## src/rtl/q_fwd_pipe_sink.sv

```systemverilog
// FIFO sink for a forward-pipelined link. An item accepted at edge t is visible at o_d/o_v after t.
// i_b is registered and asserts while `reserve` slots remain, so items already in the pipe still land.
// Optional sticky overflow flag: define Q_FWD_PIPE_SINK_OVF_EN.
module q_fwd_pipe_sink #(
  parameter int depth     = 8,
  parameter int width     = 16,
  parameter int reserve   = 2,
  parameter int addrwidth = 8
) (
  input  logic             clock,
  input  logic             reset,
  input  logic [width-1:0] i_d,
  input  logic             i_v,
  output logic             i_b,
  output logic [width-1:0] o_d,
  output logic             o_v,
`ifdef Q_FWD_PIPE_SINK_OVF_EN
  input  logic             o_b,
  output logic             ovf
`else
  input  logic             o_b
`endif
);

  localparam int AW = (depth > 1) ? $clog2(depth) : 1;
  localparam int CW = addrwidth + 1;

  localparam logic [CW-1:0] DEPTH_C  = CW'(depth);
  localparam logic [CW-1:0] THRESH_C = CW'(depth - reserve);
  localparam logic [CW-1:0] CNT_ONE  = CW'(1);
  localparam logic [AW-1:0] PTR_LAST = AW'(depth - 1);
  localparam logic [AW-1:0] PTR_ONE  = AW'(1);

  logic [width-1:0] mem_q [depth];
  logic [AW-1:0]    wr_ptr_q, wr_ptr_d;
  logic [AW-1:0]    rd_ptr_q, rd_ptr_d;
  logic [CW-1:0]    count_q, count_d;
  logic             i_b_q, i_b_d;
  logic             enq, deq;

  assign o_v = (count_q != '0);
  assign o_d = mem_q[rd_ptr_q];
  assign i_b = i_b_q;

  always_comb begin
    deq      = o_v & ~o_b;
    // A full FIFO still accepts when the head leaves in the same cycle.
    enq      = i_v & ((count_q < DEPTH_C) | deq);
    wr_ptr_d = wr_ptr_q;
    rd_ptr_d = rd_ptr_q;
    count_d  = count_q;
    if (enq) wr_ptr_d = (wr_ptr_q == PTR_LAST) ? '0 : wr_ptr_q + PTR_ONE;
    if (deq) rd_ptr_d = (rd_ptr_q == PTR_LAST) ? '0 : rd_ptr_q + PTR_ONE;
    if (enq && !deq)      count_d = count_q + CNT_ONE;
    else if (!enq && deq) count_d = count_q - CNT_ONE;
    // Based on next count so the flag carries no extra cycle of lag.
    i_b_d    = (count_d >= THRESH_C);
  end

  always_ff @(posedge clock or negedge reset) begin
    if (!reset) begin
      wr_ptr_q <= '0;
      rd_ptr_q <= '0;
      count_q  <= '0;
      i_b_q    <= 1'b1;
    end else begin
      wr_ptr_q <= wr_ptr_d;
      rd_ptr_q <= rd_ptr_d;
      count_q  <= count_d;
      i_b_q    <= i_b_d;
    end
  end

  always_ff @(posedge clock) begin
    if (enq) mem_q[wr_ptr_q] <= i_d;
  end

`ifdef Q_FWD_PIPE_SINK_OVF_EN
  logic ovf_q, ovf_d;

  always_comb begin
    ovf_d = ovf_q | (i_v & ~enq);
  end

  always_ff @(posedge clock or negedge reset) begin
    if (!reset) ovf_q <= 1'b0;
    else        ovf_q <= ovf_d;
  end

  assign ovf = ovf_q;
`endif

endmodule

```

## config.mk

```make
export PLATFORM = sky130hd
export DESIGN_NAME = q_fwd_pipe_sink
export DESIGN_NICKNAME = d
export VERILOG_FILES = /design/src/rtl/q_fwd_pipe_sink.sv
export SDC_FILE = /design/constraint.sdc
export NUM_CORES = 1
export LEC_CHECK = 0
export CAP_MARGIN = 10
export CORE_ASPECT_RATIO = 1.1
export CORE_UTILIZATION = 57
export DETAILED_ROUTE_END_ITERATION = 8
export PLACE_DENSITY = 0.75
export SYNTH_ARGS = -nofsm -noshare
export SYNTH_HDL_FRONTEND = slang
export SYNTH_SLANG_ARGS = --single-unit
```

## constraint.sdc

```tcl
create_clock -name clock -period 4.2 [get_ports clock]
set_clock_uncertainty 0.15 [all_clocks]
set_input_delay 0.63 -clock clock [delete_from_list [all_inputs] [get_ports clock]]
set_output_delay 0.63 -clock clock [all_outputs]
set_load 0.005 [all_outputs]
```

* Word-level counts from Yosys, hierarchy flattened
Memories as Yosys holds them, arrays and structs flattened.
Cells that the tools add are included.
** Word-level totals
- Output and inout bits :: 18
- Register bits after elaboration :: 16
- Memory bits (writable) :: 128
- Memories kept :: 1
** Memory list
- mem_q :: words 8, width 16, rd ports 1, clocked after memory_dff 0, write ports 1, RTL line 34 : logic [width-1:0] mem_q [depth];
** Cells by class
- Equality and inequality tests :: 2
- Reductions and logical operators :: 5
- Bitwise operators :: 4
- Magnitude comparators :: 2
- Mux-type cells :: 6
- $add $sub $neg :: 4
** Operators with widths (number)
- two-way mux 9 bit :: 2
- adder 9 x 1 -> 9 bit, second input constant :: 1
- >= comparator 9 x 3 -> 1 bit, second input constant :: 1
- less-than comparator 9 x 4 -> 1 bit, second input constant :: 1
- nonzero test 9 bit :: 1
- subtractor 9 x 1 -> 9 bit, second input constant :: 1
- adder 3 x 1 -> 3 bit, second input constant :: 2
- == test 3 bit, second input constant :: 2
- two-way mux 3 bit :: 2
- bitwise AND 1 bit :: 2
- logical AND 1 bit :: 2
- zero test 1 bit :: 2
- two-way mux 1 bit :: 2
- inverter 1 bit :: 1
- OR 1 bit :: 1

* Longest topological paths before layout
- Word-level depth :: 9
- Gate-level depth with buffers :: 7
- Depth with buffers taken out :: 7

* Least setup slack after synthesis
No wires, ideal clock.
- Path kind :: register to register
- Start point :: register count_q[4]
- End point :: memory mem_q[0][0], enable pin
- Data arrival time :: 3070 ps
- Stages on the path, launching flop included :: 6
- Period minus slack after synthesis :: 3650 ps
- Required time :: 3620 ps
- Setup slack :: 550 ps
- Setup time :: 430 ps
- Path buffers :: 1
- Cells stage by stage :: dfrtp_1 -> or4_1 -> buf_2 -> o21ai_0 -> nand2_1 -> nor4_1
** On the way
- Cells in the longest elaborated chain, start to end :: 6
** RTL lines
- from (decl) :: RTL line 37 : logic [CW-1:0] count_q, count_d;
- from (signal assigned) :: RTL line 69 : count_q <= count_d;
- parallel branches: the longest is 2 deep, another holds less-than comparator 9 x 4 -> 1 bit
- OR 1 bit (*) :: RTL line 48 : enq = i_v & ((count_q < DEPTH_C) | deq);
- bitwise AND 1 bit (*) :: RTL line 48
- two-way mux 1 bit (*) :: RTL line 75 : if (enq) mem_q[wr_ptr_q] <= i_d;
- two-way mux 1 bit (implied by the code) (*) :: RTL line 75
- to (decl) :: RTL line 34
Every way passes the cells marked *.

* Worst setup path after layout
- Start point :: register rd_ptr_q[0]
- End point :: output o_d[14]
** On the way
- Cells in the longest elaborated chain, start to end :: 1
** RTL lines
- from (decl) :: RTL line 36 : logic [AW-1:0] rd_ptr_q, rd_ptr_d;
- from (signal assigned) :: RTL line 68 : rd_ptr_q <= rd_ptr_d;
- memory (8 x 16 bit)
- to (decl) :: RTL line 15 : output logic [width-1:0] o_d,
Every way passes these cells.

==> results_dict.tcl <==
set metrics [dict create \
    status "finished, violations left" \
    violations_in_the_final_reports "DRC" \
    worst_r2r_path_depth 7 \
    numClockSinks 144 \
    globalRoute.totalOverflow 0 \
    chipHeight_um 108 \
    dp_hpwl_um 6040 \
    antenna_cells_inserted 0 \
    post_synth_main_area_contributors "sky130_fd_sc_hd__edfxtp_1, sky130_fd_sc_hd__mux4_2, sky130_fd_sc_hd__dfrtp_1" \
    cts-root-to-sink-buffers 2 \
    timing.critical_path.to "o_d[14]" \
    antenna_found_initial 0 \
    postSynthRegisterBits 144 \
    post_cts_resize_count 0 \
    layout.nets 373 \
    postCtsSetupBuffers 0 \
    flow.area_growth_from_synthesis_pct 20.8 \
    timing.critical_path.from_type "flop" \
    worst_slew_pin_slew_ps 953 \
    report.final.slew_viol_count 0 \
    worst_ep_required_time_ps 3420 \
    synthesis.yosys.warnings 0 \
    regToRegSetupSlack_ps 1130 \
    timing.final.hold_violations 0 \
    ant_nets 0 \
    design.portCount 38 \
    grt_start_max_net_pins 25 \
    drt_iter0_drc 168 \
    netlist-cell-type-count 38 \
    first_global_vias 3044 \
    synthArstFlopShare_pct 11.1 \
    cts_max_level 4 \
    fillCellCount 598 \
    synthesis.area_per_instance_um2 19.9 \
    path_cells "buf_12 > mux4_2 > mux2_2 > clkdlybuf4s50_1" \
    post_drt_wl_per_cell_um 21.2 \
    unrepaired_setup_endpoints_after_global_routing "false" \
    drv.max_cap_violation_count 0 \
    slowest_stage "sky130_fd_sc_hd__dfrtp_2" \
    worst_ep_arrival_ps 2720 \
    setup_tns_ps 0 \
    slew_headroom_pct 36.5 \
    fmax_mhz 286 \
    num_rows 38 \
    grtUsageTotal_pct 21.5 \
    drcViolationCount 2 \
    synth_edf_count 128 \
    synth_most_common_cell "sky130_fd_sc_hd__edfxtp_1" \
    buffer_ports.inserted 37 \
    die-width_um 98.0 \
    detail_route.wirelength_um 10100 \
    holdBufCountCts 0 \
    total_leakage_power_nw 2.33 \
    timing.critical_path.slowest_cell_delay_ps 650 \
    gp_routability_congestion 0.799 \
    netlist.top_cell.by_area "sky130_fd_sc_hd__edfxtp_1" \
    startpoint_of_the_lowest_slack_register_to_register_path "count_q[0]" \
    setup_viol_count_final 0 \
    grt_pass1_wl_um 16300 \
    detailroute.via_count 2892 \
    final_core_util_pct 70.9 \
    dieArea_um2 10500 \
    clkLatencyLatePin_ps 510 \
    timing.setup.critical_path_class "reg2out" \
    cts_root_buffer "sky130_fd_sc_hd__clkbuf_8" \
    cts.clk_slew.worst_paths_ps 60 \
    post-synth-top-area-fraction_pct 66.5 \
    min-delay-path-class "reg2reg" \
    layout_min_cycle_time_ps 3500 \
    crit-reg2reg-capture "i_b" \
    tritoncts.num_buffers 17 \
    yosysSeqAreaShare_pct 73.5 \
    syn_inst 290 \
    synth_commonest_cells "sky130_fd_sc_hd__edfxtp_1, sky130_fd_sc_hd__mux4_2, sky130_fd_sc_hd__mux2_2, sky130_fd_sc_hd__dfrtp_1, sky130_fd_sc_hd__nand2_1" \
    dr.pass1.iters 8 \
    synth.cell_area_um2 5780 \
    crit_fanout 22 \
    post_route_cells_drive_above_1_share_pct 29.6 \
    post_synthesis_net_count 317 \
    cp-startpoint "rd_ptr_q[0]" \
    core_area_um2 9840 \
    end_kind "output pin" \
    ratio_of_final_minimum_period_to_clock_period_pct 83.3 \
    synth_flop_cell "sky130_fd_sc_hd__edfxtp_1" \
    vdd.ir_drop.worst_v 0.000358 \
    pwr_density_cell_nw_per_um2 645 \
    cts_tree "done" \
    routed_via_density 6.05 \
    start_util_pct 58.7 \
]
==> report_power, final <==
part           internal [mW]  switching (mW)  leakage [nW]  total, mW
logic                  0.667           0.442         0.709       1.11
clock network          0.899           0.558         0.273       1.46
registers               1.74           0.197          1.35       1.93
total                   3.30            1.20          2.33       4.50
==> cells in the final DEF (no fill, tap or decap), types with 3 or more instances in the layout <==
cell and n:
sky130_fd_sc_hd__edfxtp_1 128, sky130_fd_sc_hd__a2111oi_0 3, sky130_fd_sc_hd__ha_1 7, sky130_fd_sc_hd__inv_1 5, sky130_fd_sc_hd__bufinv_16 3, sky130_fd_sc_hd__or2_2 3, sky130_fd_sc_hd__mux2_2 18, sky130_fd_sc_hd__nor3_2 4
sky130_fd_sc_hd__buf_4 10, sky130_fd_sc_hd__xor2_1 4, sky130_fd_sc_hd__clkinv_4 4, sky130_fd_sc_hd__nor2_1 6, sky130_fd_sc_hd__clkdlybuf4s50_1 37, sky130_fd_sc_hd__o21ai_0 4, sky130_fd_sc_hd__dfrtp_1 14, sky130_fd_sc_hd__clkinvlp_4 4
sky130_fd_sc_hd__nor3_1 3, sky130_fd_sc_hd__nand2_1 15, sky130_fd_sc_hd__clkbuf_16 16, sky130_fd_sc_hd__mux4_2 32, sky130_fd_sc_hd__xnor2_1 3
==> layer usage <==
| layer | track usage, % | routed length [um] | vias to the layer above |
|---|---|---|---|
| met4 | 7.25 | 85 | 0 |
| li1 | - | - | 1300 |
| met5 | 0 | 0 | - |
| met2 | 36.6 | 5420 | 98 |
| met3 | 5.45 | 503 | 12 |
| met1 | 27.2 | 4140 | 1482 |
==> logic make-up after synthesis <==
logic type / share of synthesized area, %
xor gates and xnor gates: 1.06
and+or+nand+nor: 4.70
buffers and inverters: 1.13
muxes: 16.2
DFF: 73.5
adders and majority gates: 1.52
AOI/OAI and AO/OA: 1.95
==> through the flow <==
| step | total power, mW | hold WS (ps) | std cells | area [um2] | setup slack, ps |
|---|---|---|---|---|---|
| finish | 4.50 | 405 | 478 | 6980 | 700 |
| floorplan | 2.59 | 184 | 290 | 5780 | 550 |
| detailed placement | 3.08 | 388 | 447 | 6390 | 593 |
| global route | 4.70 | 413 | 478 | 6980 | 540 |
| global placement | 3.05 | 361 | 447 | 6390 | 653 |
| CTS | 4.54 | 407 | 478 | 6980 | 631 |
==> registers in the layout (all words and copies together) (netlist names) <==
name / flops
count_q: 9
mem_q: 128
i_b: 1
wr_ptr_q: 3
rd_ptr_q: 3
==> critical path, delay by kind of cell (launching register included) <==
family / cells / cell delay [ps]
muxes: 2 / 820
buffers and inverters: 2 / 720
DFF: 1 / 650
==> how the worst min path moves through the flow <==
stage               start         end  slack, ps  cells past startpoint
3_3_place_gp   count_q[7]  count_q[7]        360                      1
5_1_grt        count_q[6]  count_q[6]        410                      1
6_report       count_q[6]  count_q[6]        400                      1
2_1_floorplan       reset  count_q[0]        180                      0
4_1_cts        count_q[7]  count_q[7]        410                      1
3_5_place_dp   count_q[7]  count_q[7]        390                      1
==> cell type report <==
cell class	instances	area [um2]	area share [%]
Clock buffer	17	414	5.94
Clock inverter	14	169	2.42
Inverter	5	18.8	0.269
Multi-Input combinational cell	129	1490	21.4
Sequential cell	144	4250	60.9
Tap cell	120	150	2.15
Timing Repair Buffer	49	485	6.96
Note: power is estimated with default switching activity, not from simulation.
